--- src/rtl/cache_fill_fsm.sv ---
// Cache miss fill sequencer: issues the block's word reads and steers returned words into the data array.
// Optional build macro CACHE_FILL_CRITICAL_WORD_FIRST_EN starts the fill at the missed word and wraps within the block.
module cache_fill_fsm #(
    parameter int unsigned WORDS_PER_BLOCK = 8,
    parameter int unsigned ADDR_W          = 16
) (
    input  logic              clk,
    input  logic              rst,
    input  logic              miss_detected,
    input  logic [ADDR_W-1:0] miss_address,
    input  logic              memory_data_valid,
    output logic              fsm_busy,
    output logic              mem_req,
    output logic [ADDR_W-1:0] memory_address,
    output logic              write_data_array,
    output logic              write_tag_array,
    output logic [ADDR_W-1:0] fill_address
);
    localparam int unsigned OFF_W   = $clog2(WORDS_PER_BLOCK);
    localparam int unsigned CNT_W   = OFF_W + 1;
    localparam int unsigned BLK_LSB = OFF_W + 1;
    localparam logic [CNT_W-1:0] CNT_LAST = CNT_W'(WORDS_PER_BLOCK - 1);
    localparam logic [CNT_W-1:0] CNT_FULL = CNT_W'(WORDS_PER_BLOCK);

    typedef enum logic {
        IDLE,
        FILL
    } state_e;

    state_e                    state_q, state_d;
    logic [ADDR_W-1:BLK_LSB]   base_q, base_d;
    logic [CNT_W-1:0]          issue_cnt_q, issue_cnt_d;
    logic [CNT_W-1:0]          recv_cnt_q, recv_cnt_d;
    logic [ADDR_W-1:0]         mem_addr_q, mem_addr_d;
    logic                      busy_q, busy_d;
    logic [OFF_W-1:0]          first_word;
    logic [OFF_W-1:0]          miss_first;

`ifdef CACHE_FILL_CRITICAL_WORD_FIRST_EN
    logic [OFF_W-1:0]          start_q, start_d;
    assign first_word = start_q;
    assign miss_first = miss_address[OFF_W:1];
    logic unused_miss_bits;
    assign unused_miss_bits = miss_address[0];
`else
    assign first_word = '0;
    assign miss_first = '0;
    logic unused_miss_bits;
    assign unused_miss_bits = ^miss_address[BLK_LSB-1:0];
`endif

    // Offset arithmetic is OFF_W bits wide so the walk wraps within the block.
    function automatic logic [OFF_W-1:0] word_of(input logic [OFF_W-1:0] first,
                                                 input logic [CNT_W-1:0] n);
        return first + n[OFF_W-1:0];
    endfunction

    always_comb begin
        state_d          = state_q;
        base_d           = base_q;
        issue_cnt_d      = issue_cnt_q;
        recv_cnt_d       = recv_cnt_q;
        mem_addr_d       = mem_addr_q;
        busy_d           = busy_q;
`ifdef CACHE_FILL_CRITICAL_WORD_FIRST_EN
        start_d          = start_q;
`endif
        mem_req          = 1'b0;
        write_data_array = 1'b0;
        write_tag_array  = 1'b0;
        fill_address     = '0;

        case (state_q)
            IDLE: begin
                if (miss_detected) begin
                    state_d     = FILL;
                    busy_d      = 1'b1;
                    base_d      = miss_address[ADDR_W-1:BLK_LSB];
`ifdef CACHE_FILL_CRITICAL_WORD_FIRST_EN
                    start_d     = miss_first;
`endif
                    issue_cnt_d = '0;
                    recv_cnt_d  = '0;
                    mem_addr_d  = {miss_address[ADDR_W-1:BLK_LSB], miss_first, 1'b0};
                end
            end
            FILL: begin
                // memory_address is registered, so the next request address is prepared a cycle early.
                if (issue_cnt_q != CNT_FULL) begin
                    mem_req     = 1'b1;
                    issue_cnt_d = issue_cnt_q + CNT_W'(1);
                    if (issue_cnt_q != CNT_LAST) begin
                        mem_addr_d = {base_q, word_of(first_word, issue_cnt_q + CNT_W'(1)), 1'b0};
                    end
                end
                if (memory_data_valid) begin
                    write_data_array = 1'b1;
                    fill_address     = {base_q, word_of(first_word, recv_cnt_q), 1'b0};
                    recv_cnt_d       = recv_cnt_q + CNT_W'(1);
                    if (recv_cnt_q == CNT_LAST) begin
                        write_tag_array = 1'b1;
                        state_d         = IDLE;
                        busy_d          = 1'b0;
                    end
                end
            end
            default: state_d = IDLE;
        endcase
    end

    always_ff @(posedge clk) begin
        if (rst) begin
            state_q     <= IDLE;
            base_q      <= '0;
            issue_cnt_q <= '0;
            recv_cnt_q  <= '0;
            mem_addr_q  <= '0;
            busy_q      <= 1'b0;
`ifdef CACHE_FILL_CRITICAL_WORD_FIRST_EN
            start_q     <= '0;
`endif
        end else begin
            state_q     <= state_d;
            base_q      <= base_d;
            issue_cnt_q <= issue_cnt_d;
            recv_cnt_q  <= recv_cnt_d;
            mem_addr_q  <= mem_addr_d;
            busy_q      <= busy_d;
`ifdef CACHE_FILL_CRITICAL_WORD_FIRST_EN
            start_q     <= start_d;
`endif
        end
    end

    assign fsm_busy       = busy_q;
    assign memory_address = mem_addr_q;

endmodule
--- config.mk ---
export PLATFORM = sky130hd
export DESIGN_NAME = cache_fill_fsm
export DESIGN_NICKNAME = d
export VERILOG_FILES = /design/src/rtl/cache_fill_fsm.sv
export SDC_FILE = /design/constraint.sdc
export NUM_CORES = 1
export LEC_CHECK = 0
export ABC_AREA = 0
export BUFFER_PORTS_ARGS = -buffer_cell sky130_fd_sc_hd__buf_4
export CORE_MARGIN = 2
export CORE_UTILIZATION = 46
export DETAILED_ROUTE_END_ITERATION = 7
export PLACE_DENSITY_LB_ADDON = 0.05
export SYNTH_ARGS = -nofsm -noshare
export SYNTH_HDL_FRONTEND = slang
export SYNTH_SLANG_ARGS = --single-unit
--- constraint.sdc ---
create_clock -name clk -period 1.45 [get_ports clk]
set_input_delay 0.0725 -clock clk [delete_from_list [all_inputs] [get_ports clk]]
set_output_delay 0.0725 -clock clk [all_outputs]
set_load 0.005 [all_outputs]
# == Word level (Yosys, flattened, before mapping) ==
# Cells that the tools add are included.
# classes
n_addsub,2
mul,0
div,0
n_lt_le_gt_ge,0
n_eq_ne,8
n_shift,0
muxes,26
n_bitwise,1
n_reduce_logical,5
# ops
operator,count
$mux W16,5
$pmux W16 S2,1
$pmux W4 S2,2
$mux W1,13
$mux W4,3
$add A4 B1 Y4 const B,2
$ne A2 B1 Y1 const B,3
$reduce_and A2 Y1,3
$reduce_and A3 Y1,2
$eq A4 B3 Y1 const B,1
$ne A2 B2 Y1 const B,2
$ne A4 B3 Y1 const B,1
$ne A4 B4 Y1 const B,1
$pmux W1 S2,2
$not A1 Y1,1
# totals
reg_bits,38
latch_bits,0
ramBits,0
rom_bits,0
input_bits,20
wordCells,48
n_memories,0

# == Depth between registers and ports, before layout ==
# Gate-level depths: netlist of run 1.
# logic_depth
ltp_word,4
ltp_mapped,6

# == Worst setup path before layout of run 1 ==
# No wires, ideal clock.
# synth_timing
path_type,register -> register
start,register issue_cnt_q[0]
end,"register mem_addr_q[10], in the netlist memory_address[10]"
t_arrival_ns,1.253
t_required_ns,1.313
setup_slack_ns,0.061
path_stages_with_launch,7
n_path_buf,1
period_less_slack_ns,1.389
cell_sequence,dfxtp_1 -> inv_1 -> ha_1 -> and3b_2 -> buf_6 -> o21ai_1 -> a31oi_1
# synth_via
elab_chain_len,3
# synth_rtl
element,line_no,text
from (decl),32,"logic [CNT_W-1:0] issue_cnt_q, issue_cnt_d;"
from (signal assigned),125,issue_cnt_q <= issue_cnt_d;
$ne A4 B3 Y1 / $ne A4 B4 Y1 (equally long branches),"92, 89",
$ne A2 B1 Y1 (no source line),-,
$reduce_and A3 Y1 (no source line) *,-,
to (signal assigned),127,mem_addr_q <= mem_addr_d;
to (decl),34,"logic [ADDR_W-1:0] mem_addr_q, mem_addr_d;"
# Every way passes the cells marked *; elsewhere a longest branch is shown, timed or not.
# A chain may end at the register's enable or synchronous reset.

# == Final worst setup path of run 1 ==
# layout_timing
start,register issue_cnt_q[1]
end,output mem_req
# layout_via
elab_chain_len,3
# layout_rtl
element,line_no,text
$ne A4 B4 Y1,89,if (issue_cnt_q != CNT_FULL) begin
$mux W1,89,
$mux W1,73,case (state_q)
to (decl),13,"output logic mem_req,"
# No other way between the ends.

==> results of run 1 <==
synth_stat cells, types with 6 or more instances:
cell type	count	area share (%)
and3_1	15	4.9
nand2_1	29	5.7
nor3_1	6	1.6
a31oi_1	13	4.3
o21ai_0	18	4.7
buf_2	7	1.8
mux2_2	12	7.1
a21oi_1	20	5.2
dfxtp_1	37	39
nand3_1	15	3.9
clkbuf_1	9	1.8
o21ai_1	10	2.6
cell type report:
type / count / area (um^2) / area share (%)
sequential: 37 / 744.5 / 29.91
clock buffer: 7 / 86.33 / 3.469
tap: 50 / 62.56 / 2.514
timing repair buffer: 65 / 508.0 / 20.41
multi-input combinational: 172 / 1069 / 42.94
inverter: 5 / 18.77 / 0.7541
through the flow:
stage	total power (W)	cells	utilization (%)	hold slack [ns]
global route	0.002322	336	62.21	0.03541
CTS	0.002226	336	61.34	0.03018
finish	0.002215	336	62.21	0.03260
floorplan	0.001338	236	-	0.2085
global placement	0.001497	327	58.55	0.3341
detailed placement	0.001502	327	58.55	0.3383
final timing paths:
kind                          startpoint                             end  slack, ns  depth (start not counted)
max          issue_cnt_q[1]$_SDFFE_PP0P_                         mem_req       0.05                          5
min                     miss_address[12]         base_q[12]$_SDFFE_PP0P_       0.03                          3
max reg2reg  issue_cnt_q[1]$_SDFFE_PP0P_  memory_address[5]$_SDFFE_PP0P_       0.10                          6
min reg2reg       base_q[5]$_SDFFE_PP0P_          base_q[5]$_SDFFE_PP0P_       0.47                          2
repair_timing:
item                       CTS  global route
buffers inserted             2             0
resized for setup            3            11
pin swaps                    0             1
setup endpoints to repair    3            24
sequential cells by signal, indices dropped and copies added, names as in the netlist:
signal	count
base_q	12
fsm_busy	1
issue_cnt_q	4
memory_address	15
recv_cnt_q	4
state_q	1
logic make-up (layout without fill, tap and decap cells):
group / after synthesis / after routing / share of synthesized area [%]
other: 1 / 2 / 0.1961
DFF: 37 / 37 / 38.74
muxes: 14 / 14 / 8.115
buffers and inverters: 27 / 77 / 7.330
and+or+nand+nor: 87 / 87 / 24.48
AOI/OAI and AO/OA: 66 / 66 / 19.18
adders and majority gates: 3 / 3 / 1.964
layout by cell type (no fill, tap or decap), types with 5 or more instances in the layout:
cell | netlist | final
buf_4 | 4 | 62
clkbuf_8 | 0 | 6
nand2_1 | 29 | 29
nand3_1 | 15 | 15
and3_1 | 15 | 15
o21ai_1 | 10 | 8
o21ai_0 | 18 | 17
inv_1 | 5 | 5
nor3_1 | 6 | 6
dfxtp_1 | 37 | 34
a31oi_1 | 13 | 12
a21oi_1 | 20 | 20
mux2_2 | 12 | 12
report_power, final:
group | total, W | internal [W] | switching [W]
Combinational | 0.000359 | 0.000185 | 0.000175
Sequential | 0.00113 | 0.00108 | 0.0000472
Clock | 0.000730 | 0.000377 | 0.000353
Total | 0.00222 | 0.00164 | 0.000575
layer usage:
| metal | vias up | part of all wire, % | global-route usage [%] | wire (um) |
|---|---|---|---|---|
| li1 | 937 | - | - | - |
| met1 | 862 | 46 | 28.53 | 2279 |
| met2 | 44 | 48 | 38.34 | 2370 |
| met3 | 7 | 5.0 | 5.099 | 249 |
| met4 | 0 | 1.2 | 6.750 | 61 |
| met5 | - | 0 | 0 | 0 |
critical path: cells and delay by family, from the launching register on:
| kind | cells | cell delay (ns) |
|---|---|---|
| DFF | 1 | 0.36 |
| and+or+nand+nor | 2 | 0.32 |
| adders and majority gates | 1 | 0.19 |
| buffers and inverters | 2 | 0.17 |
==> key figures, run 1 <==
Setup path
  – Crit end category: output pin
  – Endpoint arrival time on the critical path: 1.32 ns
  – Startpoint types: flip-flop
  – CP max stage delay: between 0.3 and 0.4 ns
  – CP max-delay cell: dfxtp_1
  – CP max FO: 3
  – Critical-path cell list: inv_1 -> ha_2 -> and3b_2 -> nor2_2 -> buf_4
  – WS Path Type: reg2out
  – CP required: between 1 and 1.5 ns

Floorplanning
  – Row count: 23
  – Die width: 68.47 um
  – IO Count: 56
  – Core Region: 4000 um^2
  – Die ar.: 4688 um^2
  – Chip Height: 68.47 um
  – Starting Density: 47.79%

Global routing
  – Initial antenna violation count: 0
  – Total grt overflow: 0
  – First-pass GRT wire length: 7.879 mm
  – Total GRT Usage: a little under a quarter
  – Largest net degree at the start of global routing: 28
  – Vias in the first global route: ~1700

Synth
  – Number of synthesized flops with an enable pin: 0
  – Cells after Synth: 235
  – Synthesized flop and latch total: 37
  – Synth Flop Type: dfxtp_1
  – Post-synth ARST share: 0%
  – Synthesized area per cell: 8.135 um^2
  – Sequential share of the synthesized area: between 30% and 40%
  – Distinct cells, synth: 35
  – Synthesized cell area: 1912 um^2
  – Yosys warns: 0

Placement
  – DP Worst Slack: approximately 0.028 ns
  – Area after DPL: around 2300 um^2
  – Routability cong.: 0.7934
  – I/O Buffers: 49
  – HPWL after detailed placement: 3.268 mm

Clock tree
  – Post-CTS Hold Buffers: 0
  – CTS tree: done
  – Clock Tree Buf Depth: 2
  – Worst skew pair latency: 0.29 ns
  – Clock buffer count from CTS: 5
  – H-Tree Depth: 2
  – Clock Root Buffer: clkbuf_8
  – Clock sink count: 37
  – Clk slew on worst S/H paths: 0.07 ns

STA
  – Fmax: 715.9 MHz
  – Endpoints failing setup: 0
  – Worst Skew: 0.004347 ns
  – Fin crit share: 96.34%
  – Period minus WS final: 1.397 ns
  – Setup ws final: 0.05314 ns
  – Fin Setup TNS: 0 ns
  – Slew Viols, Final: 0
  – Slew HR: 62.85%
  – RSZ-0062 raised after global routing: false
  – Final Hold Vio Count: 0
  – Worst slew pin tran: ~0.56 ns

Power and ir drop
  – VDD IR max: 0.5465 mV
  – PwrDens: just under 900 nW/um^2
  – Leak: 1.086 nW

Cells and area
  – Final instance area: approximately 2500 um^2
  – # fillers: roughly 380
  – Share of post-route cells with drive strength above 1: roughly a third
  – Ant. Diodes: 0
  – Area grow syn2layout: 30.17%
  – Final #Nets: 309

Detailed routing
  – Post-route ant nets: 0
  – Vias: 1850
  – Detailed Route Iter0 Violations: between 90 and 100
  – Drc violations: 0
  – Vias per inst: between 5 and 6
  – DR WL/cell: 14.76 um
  – Drt first pass iters: 4
  – Routed wire length: between 4 and 5 mm

Run status
  – Result of the run: complete, no violations

Job
  – Max_cap viols: 0

Worst hold path
  – Hold crit path type: in2reg
Power figures use the tool's default switching activity.
==> run 2, diff against run 1 <==
BUFFER_PORTS_ARGS = unset   (was -buffer_cell sky130_fd_sc_hd__buf_4)
CORE_UTILIZATION = 56   (was 46)
DONT_BUFFER_PORTS = 1   (was unset)
REMOVE_ABC_BUFFERS = 1   (was unset)
==> run 2 against run 1 <==
Final cell count down 11%. Sequential power about the same. Maximum frequency down 2.7%. Core utilization increased by 5.9 points. Clock power is 13% lower. Die area is 17% lower. Count of clock-buffer cells in the layout stayed put. Sequential share of layout area grew 3.5 points. First-iteration DRC count rose by 36%. Critical path type is now reg2reg. Highest routed layer unchanged.
==> key figures, run 2 (synthesized netlist as in run 1, its figures left out) <==
Floorplanning
  – IO Count: 56 (unchanged)
  – Starting Density: 57.75% (+10 points)
  – Chip Height: 62.43 um (-8.8%)
  – Die width: 62.43 um (-8.8%)
  – Core Region: 3311 um^2 (-17%)
  – Row count: 21 (-8.7%)
  – Die ar.: 3898 um^2 (-17%)

Power and ir drop
  – PwrDens: 907.4 nW/um^2 (+1.9%)
  – Clock power frac: 31.0% (-2.0 points)
  – Logic pwr share: 13.7% (-2.5 points)
  – VDD IR max: 0.5257 mV (-3.8%)
  – Sequential share of power: 55.3% (+4.5 points)
  – P_sw: 0.0005487 W (-4.5%)
  – Power Internal: 0.001498 W (-8.7%)
  – Switching Share: 26.81% (+0.86 points)
  – Leak: 0.8916 nW (-18%)

Detailed routing
  – DR WL/cell: 16.72 um (+13%)
  – Detailed Route Iter0 Violations: 133 (+36%)
  – Drc violations: 0 (unchanged)
  – Post-route ant nets: 0 (unchanged)
  – Drt first pass iters: 4 (unchanged)
  – Vias per inst: 6.077 (+10%)
  – Routed wire length: 4.999 mm (+0.81%)
  – Vias: 1817 (-1.8%)

Cells and area
  – Multi-input gate area: 1070 um^2 (+0.12%)
  – Share of post-route cells with drive strength above 1: 19.37% (-14 points)
  – Final Util: 68.14% (+5.9 points)
  – Ant. Diodes: 0 (unchanged)
  – Commonest cells after routing, fill and taps aside: dfxtp_1, nand2_1, a21oi_1
  – Number of flip-flops in the largest register: 15 (unchanged)
  – Area grow syn2layout: 18.00%
  – Final #Nets: 275 (-11%)
  – # fillers: 292 (-23%)
  – Most common cell after layout, fill and taps aside: dfxtp_1
  – Reg area: 753.2 um^2 (+1.2%)
  – Final instance area: 2256 um^2 (-9.4%)

Worst hold path
  – Hold crit path type: in2reg
  – Hold Path Depth: 3 (unchanged)

STA
  – Slew HR: 37.62% (-25 points)
  – Period minus WS final: 1.436 ns (+0.03923 ns)
  – Worst hold margin: 0.01108 ns (-0.02152 ns)
  – Fmax: 696.3 MHz (-2.7%)
  – Final Hold Vio Count: 0 (unchanged)
  – Worst Skew: 0.01359 ns (+0.009241 ns)
  – Endpoints failing setup: 0 (unchanged)
  – Slew Viols, Final: 0 (unchanged)
  – Worst slew pin tran: 0.9326 ns (+0.3753 ns)
  – Fin crit share: 99.04% (+2.7 points)

Placement
  – Routability cong.: 0.7853 (-1.0%)
  – HPWL after detailed placement: 3.190 mm (-2.4%)
  – I/O Buffers: 0 (-100%)
  – Area after DPL: 1957 um^2 (-16%)

Setup path
  – CP max FO: 6 (+3)
  – WS Path Type: reg2reg
  – Endpoint arrival time on the critical path: 1.67 ns (+0.35 ns)
  – Reg2reg path depth: 5 (-1)
  – Startpoint types: flip-flop
  – CP required: 1.68 ns (+0.30 ns)
  – Crit end category: flip-flop

Clock tree
  – H-Tree Depth: 2 (unchanged)
  – Clock Root Buffer: clkbuf_4
  – Clk slew on worst S/H paths: 0.11 ns (+0.04 ns)
  – CTS tree: done
  – Clock buffer count from CTS: 5 (unchanged)
  – Clock Tree Buf Depth: 2 (unchanged)
  – Clock sink count: 37 (unchanged)
  – Worst skew pair latency: 0.35 ns (+0.06 ns)

Global routing
  – Total GRT Usage: 26.82% (+4.2 points)
  – Initial antenna violation count: 0 (unchanged)
  – Total grt overflow: 0 (unchanged)
  – First-pass GRT wire length: 8.397 mm (+6.6%)
  – Largest net degree at the start of global routing: 25 (-11%)
  – Vias in the first global route: 1795 (+8.5%)

Job
  – Max_cap viols: 0 (unchanged)

Run status
  – Result of the run: complete, no violations
[run 2: cell types whose count changed in the layout (fill, tap and decap cells not counted), sizes merged]
cell         previous run  this run
buf                    65        16
dlygate4sd3             0        15
clkinv                  0         1
[run 2: area by class of cell]
type,count,share of cell area (%)
multi-input combinational,172,47.42
clock buffer,7,2.884
tap,46,2.551
clock inverter,1,0.2219
inverter,5,0.8319
sequential,37,33.39
timing repair buffer,31,12.70
[run 2: path summary, 6_finish.rpt]
kind | startpoint | to | slack (ns)
min | miss_detected | base_q[5]$_SDFFE_PP0P_ | 0.01
max reg2reg | issue_cnt_q[0]$_SDFFE_PP0P_ | memory_address[5]$_SDFFE_PP0P_ | 0.01
max | issue_cnt_q[0]$_SDFFE_PP0P_ | memory_address[5]$_SDFFE_PP0P_ | 0.01
min reg2reg | base_q[14]$_SDFFE_PP0P_ | base_q[14]$_SDFFE_PP0P_ | 0.48
[run 2: routing by layer]
metal	vias to the layer above	share of wire [%]	global-route usage (%)
met5	-	0	0
met4	0	1.4	8.056
met3	7	7.0	8.108
met2	67	49	46.10
met1	875	43	32.22
li1	868	-	-
[run 2: metrics by stage]
stage | instances | worst slack (ns) | setup TNS, ns | total power (W)
2_1_floorplan | 214 | -0.4287 | -6.463 | 0.001302
3_3_place_gp | 274 | 0.006413 | 0 | 0.001363
3_5_place_dp | 274 | -0.08991 | -0.3453 | 0.001376
4_1_cts | 298 | -0.005074 | -0.005074 | 0.002044
5_1_grt | 299 | -0.0004771 | -0.0004771 | 0.002139
6_report | 299 | 0.01391 | 0 | 0.002047
[run 2: worst max-delay path, stage by stage (launching register included)]
cell,delay [ns]
dfxtp_4,0.38
ha_1,0.25
and3b_1,0.24
buf_4,0.17
o21ai_0,0.18
a31oi_1,0.11
[run 2: power by group through the flow]
stage | sequential, W | clock, W | combinational [W]
2_1_floorplan | 0.00115 | 0 | 0.000147
3_3_place_gp | 0.00115 | 0 | 0.000211
3_5_place_dp | 0.00116 | 0 | 0.000220
4_1_cts | 0.00113 | 0.000641 | 0.000269
5_1_grt | 0.00114 | 0.000687 | 0.000310
6_report | 0.00113 | 0.000634 | 0.000280
[run 2: timing repair]
item	in CTS	in global routing
pin swaps	0	0
setup buffers	1	1
endpoints found under the setup margin	17	15
gates resized for setup	6	10
endpoints found under the hold margin	24	0
hold buffers	15	0
